## src/rtl/wide_add_sequencer_pkg.sv

```systemverilog
// Shared FSM state encoding and default geometry for the wide add sequencer.
package wide_add_sequencer_pkg;

  typedef enum logic [1:0] {
    ST_IDLE = 2'd0,
    ST_RUN  = 2'd1,
    ST_DONE = 2'd2
  } state_t;

  localparam int DEF_WIDTH = 16;
  localparam int DEF_SLICE = 4;

endpackage

```

## src/rtl/wide_add_sequencer_rca_slice.sv

```systemverilog
// Combinational SLICE-bit ripple-carry adder built from full-adder cells.
// Latency 0; no flow control.
module rca_slice
  import wide_add_sequencer_pkg::*;
#(
  parameter int SLICE = DEF_SLICE
) (
  input  logic [SLICE-1:0] a,
  input  logic [SLICE-1:0] b,
  input  logic             cin,
  output logic [SLICE-1:0] sum,
  output logic             cout
);

  logic [SLICE:0] c;

  assign c[0] = cin;

  for (genvar i = 0; i < SLICE; i++) begin : g_fa
    assign sum[i]   = a[i] ^ b[i] ^ c[i];
    assign c[i+1]   = (a[i] & b[i]) | (c[i] & (a[i] ^ b[i]));
  end

  assign cout = c[SLICE];

endmodule

```

## src/rtl/wide_add_sequencer.sv

```systemverilog
// Multi-cycle a+b+cin, one SLICE-bit slice per cycle, LSB first; OVF_FLAG_EN adds a signed-overflow output.
// Latency WIDTH/SLICE cycles from accept to out_valid; in_ready only in IDLE, result held until out_ready.
module wide_add_sequencer
  import wide_add_sequencer_pkg::*;
#(
  parameter int WIDTH = DEF_WIDTH,
  parameter int SLICE = DEF_SLICE
) (
  input  logic             clk,
  input  logic             rst,
  input  logic             in_valid,
  output logic             in_ready,
  input  logic [WIDTH-1:0] a,
  input  logic [WIDTH-1:0] b,
  input  logic             cin,
  output logic             out_valid,
  input  logic             out_ready,
  output logic [WIDTH-1:0] sum,
  output logic             cout
`ifdef OVF_FLAG_EN
  ,
  output logic             ovf
`endif
);

  localparam int N  = WIDTH / SLICE;
  localparam int IW = (N > 1) ? $clog2(N) : 1;

  state_t          state, state_nxt;
  logic [WIDTH-1:0] a_q, b_q;
  logic            carry_q;
  logic [IW-1:0]   idx;
  logic [SLICE-1:0] s_sum;
  logic            s_cout;
  logic            last;

  assign last = (idx == IW'(N - 1));

  rca_slice #(.SLICE(SLICE)) u_slice (
    .a    (a_q[idx*SLICE +: SLICE]),
    .b    (b_q[idx*SLICE +: SLICE]),
    .cin  (carry_q),
    .sum  (s_sum),
    .cout (s_cout)
  );

  always_ff @(posedge clk) begin
    if (rst) state <= ST_IDLE;
    else     state <= state_nxt;
  end

  always_comb begin
    state_nxt = state;
    case (state)
      ST_IDLE: if (in_valid)       state_nxt = ST_RUN;
      ST_RUN:  if (last)           state_nxt = ST_DONE;
      ST_DONE: if (out_ready)      state_nxt = ST_IDLE;
      default:                     state_nxt = ST_IDLE;
    endcase
  end

  always_comb begin
    in_ready  = (state == ST_IDLE);
    out_valid = (state == ST_DONE);
  end

  always_ff @(posedge clk) begin
    if (rst) begin
      a_q     <= '0;
      b_q     <= '0;
      carry_q <= 1'b0;
      idx     <= '0;
      sum     <= '0;
      cout    <= 1'b0;
    end else begin
      case (state)
        ST_IDLE: if (in_valid) begin
          a_q     <= a;
          b_q     <= b;
          carry_q <= cin;
          idx     <= '0;
        end
        ST_RUN: begin
          sum[idx*SLICE +: SLICE] <= s_sum;
          carry_q                 <= s_cout;
          idx                     <= idx + 1'b1;
          if (last) cout <= s_cout;
        end
        default: ;
      endcase
    end
  end

`ifdef OVF_FLAG_EN
  // Carry into the MSB is recovered from the MSB's own a^b^sum.
  always_ff @(posedge clk) begin
    if (rst) begin
      ovf <= 1'b0;
    end else if (state == ST_RUN && last) begin
      ovf <= (a_q[WIDTH-1] ^ b_q[WIDTH-1] ^ s_sum[SLICE-1]) ^ s_cout;
    end
  end
`endif

endmodule

```

## config.mk

```make
export PLATFORM = sky130hd
export DESIGN_NAME = wide_add_sequencer
export DESIGN_NICKNAME = d
export VERILOG_FILES = /design/src/rtl/wide_add_sequencer_pkg.sv /design/src/rtl/wide_add_sequencer_rca_slice.sv /design/src/rtl/wide_add_sequencer.sv
export SDC_FILE = /design/constraint.sdc
export NUM_CORES = 1
export LEC_CHECK = 0
export CORE_AREA = 8 8 79 81
export DETAILED_ROUTE_END_ITERATION = 8
export DIE_AREA = 0 0 87 89
export GPL_TIMING_DRIVEN = 0
export PLACE_DENSITY_LB_ADDON = 0.05
export REMOVE_ABC_BUFFERS = 1
export SKIP_LAST_GASP = 1
export SLEW_MARGIN = 30
export SYNTH_ARGS = -nofsm -noshare
export SYNTH_HDL_FRONTEND = slang
export SYNTH_HIERARCHICAL = 1
export SYNTH_SLANG_ARGS = --single-unit
```

## constraint.sdc

```tcl
create_clock -name clk -period 5.3 [get_ports clk]
set_clock_uncertainty 0.2 [all_clocks]
set_input_delay 0.795 -clock clk [delete_from_list [all_inputs] [get_ports clk]]
set_output_delay 0.795 -clock clk [all_outputs]
set_load 0.05 [all_outputs]
```

==> results of run 1 <==
## path summary, 6_finish.rpt
path,start,end,slack (ps)
max,idx[0],sum[3],1620
min,b_q[9],b_q[9],260
max reg2reg,idx[0],sum[3],1620
min reg2reg,b_q[9],b_q[9],260
## power breakdown
| group | internal [mW] | total (mW) | switching (mW) | leakage, nW |
|---|---|---|---|---|
| Combinational | 0.0606 | 0.123 | 0.0621 | 0.629 |
| Sequential | 0.423 | 0.437 | 0.0137 | 0.441 |
| Clock | 0.106 | 0.234 | 0.128 | 0.0482 |
## registers in the layout (all words and copies together), names as in the netlist
| signal | flops |
|---|---|
| a_q | 16 |
| b_q | 16 |
| sum | 16 |
| idx | 2 |
| state | 2 |
| carry_q | 1 |
| cout | 1 |
## stage by stage
step / util / instances / worst slack [ps]
finish: 0.612 / 378 / 1620
global route: 0.612 / 378 / 1380
CTS: 0.612 / 378 / 1560
detailed placement: 0.594 / 370 / 1580
global placement: 0.587 / 368 / 1560
floorplan: - / 243 / 1990
## cells by family (layout without fill, tap and decap cells)
| group | after synthesis | in the layout | share of synthesized area |
|---|---|---|---|
| and+or+nand+nor | 103 | 103 | 0.207 |
| AOI/OAI and AO/OA | 56 | 56 | 0.135 |
| DFF | 54 | 54 | 0.448 |
| buffers and inverters | 29 | 77 | 0.0721 |
| adders and majority gates | 9 | 9 | 0.0591 |
| muxes | 9 | 9 | 0.0788 |
## routing by layer
metal	part of all wire	GRT usage
met4	0.0099	0.0423
met1	0.46	0.151
met5	0	0
met3	0.046	0.0358
met2	0.48	0.243
## placed cells by master (no fill, tap or decap), drive strengths merged
master	n
nor2	5
fa	4
mux4	8
nand2	70
clkbuf	7
and4bb	1
a211oi	1
clkinv	1
a22o	8
nand3	4
dfxtp	54
nor3b	1
buf	3
nand2b	6
inv	12
clkdlybuf4s50	54
nor2b	3
nor3	1
mux2i	1
and4	2
nor4b	1
nand4	4
or3b	2
a22oi	1
and3b	2
o21bai	1
ha	5
nand3b	1
a21oi	45
## critical path: cells and delay by family (launching register included)
kind / cells / cell delay (ps)
fa+ha+maj: 4 / 1340
flops: 1 / 840
mux: 1 / 620
buf+inv: 4 / 350
compound gates: 1 / 150
simple gates: 1 / 110
## area by class of cell
cell class	count	area [µm²]	area share
multi-input cells	177	1160	0.380
flip-flops and latches	54	1080	0.355
repair buffers	57	584	0.192
well taps	70	87.6	0.0287
clock buffers	7	86.3	0.0283
inverters	12	45.0	0.0148
clock inverters	1	5.00	0.00164
==> metrics.txt, run 1 <==
clock tree from TritonCTS built; Synth async-reset ratio 0; register bit count reported by yosys 54; Placed Area 2960 µm²; GPL Wtd Cong about 0.72; final hold violation count 0; First DRT Iteration DRCs between 70 and 80; DIE WIDTH between 80 and 90 µm; post-route cell area 3050 µm²; Routed Wire Length 4950 µm; total gr overflow 0; layout cell share with drive strength beyond 1 0.0812; Setup Viol. Count Final 0; Hold-fix buffers, CTS 0; hold slack final 256 ps; Via density between 4 and 5; Worst-Margin Slew 793 ps; R2R depth 11; CTS buffer count 5; syn_area_per_cell 9.28 µm²; Antenna Nets Post-Route 0; Post-synth EDFFs 0; number of remaining DRC errors 0; DIE AREA 7740 µm²; maximum root-to-sink buffer count 2; total power between 0.7 and 0.8 mW; largest net degree at the start of global routing 33; row cnt 26; clk_lat worst skew 310 ps; DR WL/cell 13.1 µm; DP Wirelength 3610 µm; cell taking the most area after synthesis dfxtp_1; Via Count between 1,500 and 2,000; Min-Delay Path Depth 2; Worst EP required approximately 5300 ps; CTS sink count between 50 and 60; CP max-delay cell dfxtp_1; most common cell in the netlist nand2_1; main flop type after synthesis dfxtp_1; synthesized cell area ~2400 µm²; Post-CTS Resized 0; max cap viols 0; core area 4980 µm²; n_diodes 0; Worst Setup Path Type register to register; fin. max-slew vios 0; CP peak stage delay 840 ps; fill count 472; post-synthesis cell count 260; Initial Utilization 0.485; die height 89 µm; Layout Nets 353; Total GRT Usage 0.135; CP arrival 3720 ps; post-CTS setup buffer count 0; CTS Root Cell clkbuf_8; crit path cell chain mux4_2 > fa_1 > inv_1 > fa_1 > inv_1 > fa_1 > inv_1 > fa_1 > inv_1 > nand4_1 > a21oi_1; CP endpoint kind register; Worst Setup Start Kind register; post-synthesis sequential area ratio 0.448; Slew Limit Headroom 0.471; status finished, final reports clean; first-pass GRT wire length 8360 µm; P per Cell Area around 260 nW/µm²; Tcrit/Tclk final 0.694; worst min path class register to register; setup TNS 0 ps; top cells by area, synth dfxtp_1 45%, nand2_1 11%, a21oi_1 8.9%; Synth top area share 0.448; most instantiated cells after synthesis 70 x nand2_1, 54 x dfxtp_1, 43 x a21oi_1; vias in the first global route 1,920; io pins 56; Pleak 1.12 nW; Buffers on Ports 55; Worst IR Drop VDD 0.155 mV; worst-path maximum fanout 14; H-tree levels 2; area grow syn2layout 26.3%; Synth Warn # 6; fmax 272 MHz; Tmin final 3680 ps; antenna violations before repair 0; clock transition time at the flip-flop clock pins of the worst setup and hold paths 90 ps; Pre-antenna DRT Iters 4; RSZ-0062 raised after global routing false; Yosys cell types 33
No activity file was read; power rests on OpenSTA's default activity.
==> run 2, diff against run 1 <==
--- a/config.mk
+++ b/config.mk
@@ -5,9 +5,9 @@
 export SDC_FILE = /design/constraint.sdc
 export NUM_CORES = 1
 export LEC_CHECK = 0
-export CORE_AREA = 8 8 79 81
+export CORE_AREA = 8 8 83 85
 export DETAILED_ROUTE_END_ITERATION = 8
-export DIE_AREA = 0 0 87 89
+export DIE_AREA = 0 0 91 93
 export GPL_TIMING_DRIVEN = 0
 export PLACE_DENSITY_LB_ADDON = 0.05
 export REMOVE_ABC_BUFFERS = 1
==> constraint.sdc (replaced) <==
create_clock -name clk -period 3.3 [get_ports clk]
set_clock_uncertainty 0.2 [all_clocks]
set_input_delay 0.495 -clock clk [delete_from_list [all_inputs] [get_ports clk]]
set_output_delay 0.495 -clock clk [all_outputs]
set_load 0.05 [all_outputs]
==> metrics.txt, run 2 (synthesized netlist as in run 1, its figures left out) <==
status finished, final reports clean (unchanged); DIE WIDTH 91 µm (was 87 µm); Tmin final 3120 ps (was 3680 ps); CP max-delay cell mux4_2 (was dfxtp_1); worst-path maximum fanout 4 (was 14); Pleak 1.11 nW (was 1.12 nW); Most Crowded Layer GR met2 (unchanged); maximum root-to-sink buffer count 2 (unchanged); CTS Root Cell clkbuf_8 (unchanged); top flop regs a_q: 16 flops, b_q: 16 flops, sum: 16 flops (unchanged); commonest non-fill, non-tap cell in the layout nand2_1 (unchanged); layout cell share with drive strength beyond 1 0.0906 (was 0.0812); Slew Limit Headroom 0.574 (was 0.471); Worst EP required 3340 ps (was 5340 ps); Total GRT Usage 0.125 (was 0.135); first-pass GRT wire length 8700 µm (was 8360 µm); worst min path class register to register (unchanged); Antenna Nets Post-Route 0 (unchanged); P per Cell Area 408 nW/µm² (was 260 nW/µm²); number of remaining DRC errors 0 (unchanged); CTS sink count 54 (unchanged); largest net degree at the start of global routing 35 (was 33); GPL Wtd Cong 0.727 (was 0.715); Via density 4.88 (was 4.92); DR WL/cell 13.4 µm (was 13.1 µm); clock tree from TritonCTS built (unchanged); Via Count 1,875 (was 1,859); commonest cells after routing, fill and taps aside 70 x nand2_1, 54 x clkdlybuf4s50_1, 52 x dfxtp_1 (was 70 x nand2_1, 54 x dfxtp_1, 54 x clkdlybuf4s50_1); First DRT Iteration DRCs 44 (was 78); fin. max-slew vios 0 (unchanged); n_diodes 0 (unchanged); row cnt 28 (was 26); Most common cell on crit path fa_1; post-route worst setup slack 183 ps (was 1620 ps); core area 5680 µm² (was 4980 µm²); total gr overflow 0 (unchanged); max cap viols 0 (unchanged); CTS buffer count 5 (unchanged); DIE AREA 8460 µm² (was 7740 µm²); final hold violation count 0 (unchanged); Layout Nets 355 (was 353); antenna violations before repair 0 (unchanged); Pre-antenna DRT Iters 4 (unchanged); DP Wirelength 3750 µm (was 3610 µm); GR Util met1 0.144 (was 0.151); fill count 585 (was 472); vias in the first global route 1,925 (was 1,920); die height 93 µm (was 89 µm); area grow syn2layout 26.5% (was 26.3%); Initial Utilization 0.425 (was 0.485); Routed Wire Length 5140 µm (was 4950 µm); pre-CTS setup slack -435 ps (was 1580 ps); CP arrival 3150 ps (was 3720 ps); met3 Usage GRT 0.0465 (was 0.0358); Worst Setup Path Type register to register (unchanged); clk_lat worst skew 300 ps (was 310 ps); RSZ-0062 raised after global routing false (unchanged); Worst IR Drop VDD 0.179 mV (was 0.155 mV); H-tree levels 2 (unchanged); setup TNS 0 ps (unchanged); Setup Viol. Count Final 0 (unchanged); Worst-Margin Slew 639 ps (was 793 ps); CP endpoint kind register (unchanged); clock transition time at the flip-flop clock pins of the worst setup and hold paths 80 ps (was 90 ps); Tcrit/Tclk final 0.945 (was 0.694); Worst Setup Start Kind register (unchanged); crit path cell chain mux4_2 > fa_1 > inv_1 > fa_1 > inv_1 > fa_1 > inv_1 > fa_1 > inv_2 > nand4_1 > a21oi_1 (was mux4_2 > fa_1 > inv_1 > fa_1 > inv_1 > fa_1 > inv_1 > fa_1 > inv_1 > nand4_1 > a21oi_1); Buffers on Ports 55 (unchanged); CP peak stage delay 530 ps (was 840 ps); met2 GRT Util 0.208 (was 0.243); io pins 56 (unchanged); fmax 321 MHz (was 272 MHz)
run 2: cell count changes in the layout (fill, tap and decap cells not counted), sizes merged:
cell	previous run	this run
buf	3	5
clkinv	1	0
run 2: through the flow:
step | hold slack (ps) | instances | cell area, µm² | utilization | power, mW
finish | 255 | 384 | 3050 | 0.537 | 1.24
global placement | 238 | 373 | 2930 | 0.516 | 0.911
floorplan | 227 | 243 | 2280 | - | 0.820
CTS | 257 | 384 | 3050 | 0.537 | 1.26
detailed placement | 245 | 375 | 2950 | 0.521 | 0.916
global route | 274 | 384 | 3050 | 0.537 | 1.31
run 2: critical path: cells and delay by family (launching register included):
kind,cells,cell delay (ps)
muxes,1,530
DFF,1,380
adders and majority gates,4,1370
buffers and inverters,4,330
AOI/OAI and AO/OA,1,150
and+or+nand+nor,1,110
run 2: timing repair:
item / 4_1_cts / 5_1_grt
endpoints found under the setup margin: 10 / 2
hold buffers: 0 / 0
setup buffers: 2 / 0
resized for setup: 3 / 1
endpoints found under the hold margin: 0 / 0
run 2: final timing paths:
| kind | startpoint | to | slack [ps] | depth (start not counted) |
|---|---|---|---|---|
| setup / recovery | idx[0] | sum[3] | 180 | 11 |
| hold / removal | a_q[15] | a_q[15] | 250 | 2 |
| hold reg to reg | a_q[15] | a_q[15] | 250 | 2 |
| setup reg to reg | idx[0] | sum[3] | 180 | 11 |
run 2: per-layer routing:
metal  up-vias  wire, µm
met4         0        91
met3         7       267
met2        39      2520
li1        969         -
met5         -         0
met1       860      2260
run 2: cell type report:
type                       instances  area, µm²  area share
tap                               75       93.8      0.0308
clock buffer                       7       76.3      0.0250
multi-input combinational        177       1160       0.379
timing repair buffer              59        592       0.194
inverter                          12       45.0      0.0148
sequential                        54       1090       0.356
run 2: report_power, final:
group / total (mW) / internal [mW] / leakage [nW] / switching, mW
Sequential: 0.697 / 0.679 / 0.442 / 0.0179
Clock: 0.342 / 0.147 / 0.0383 / 0.196
Combinational: 0.204 / 0.0988 / 0.635 / 0.105
Total: 1.24 / 0.925 / 1.11 / 0.319
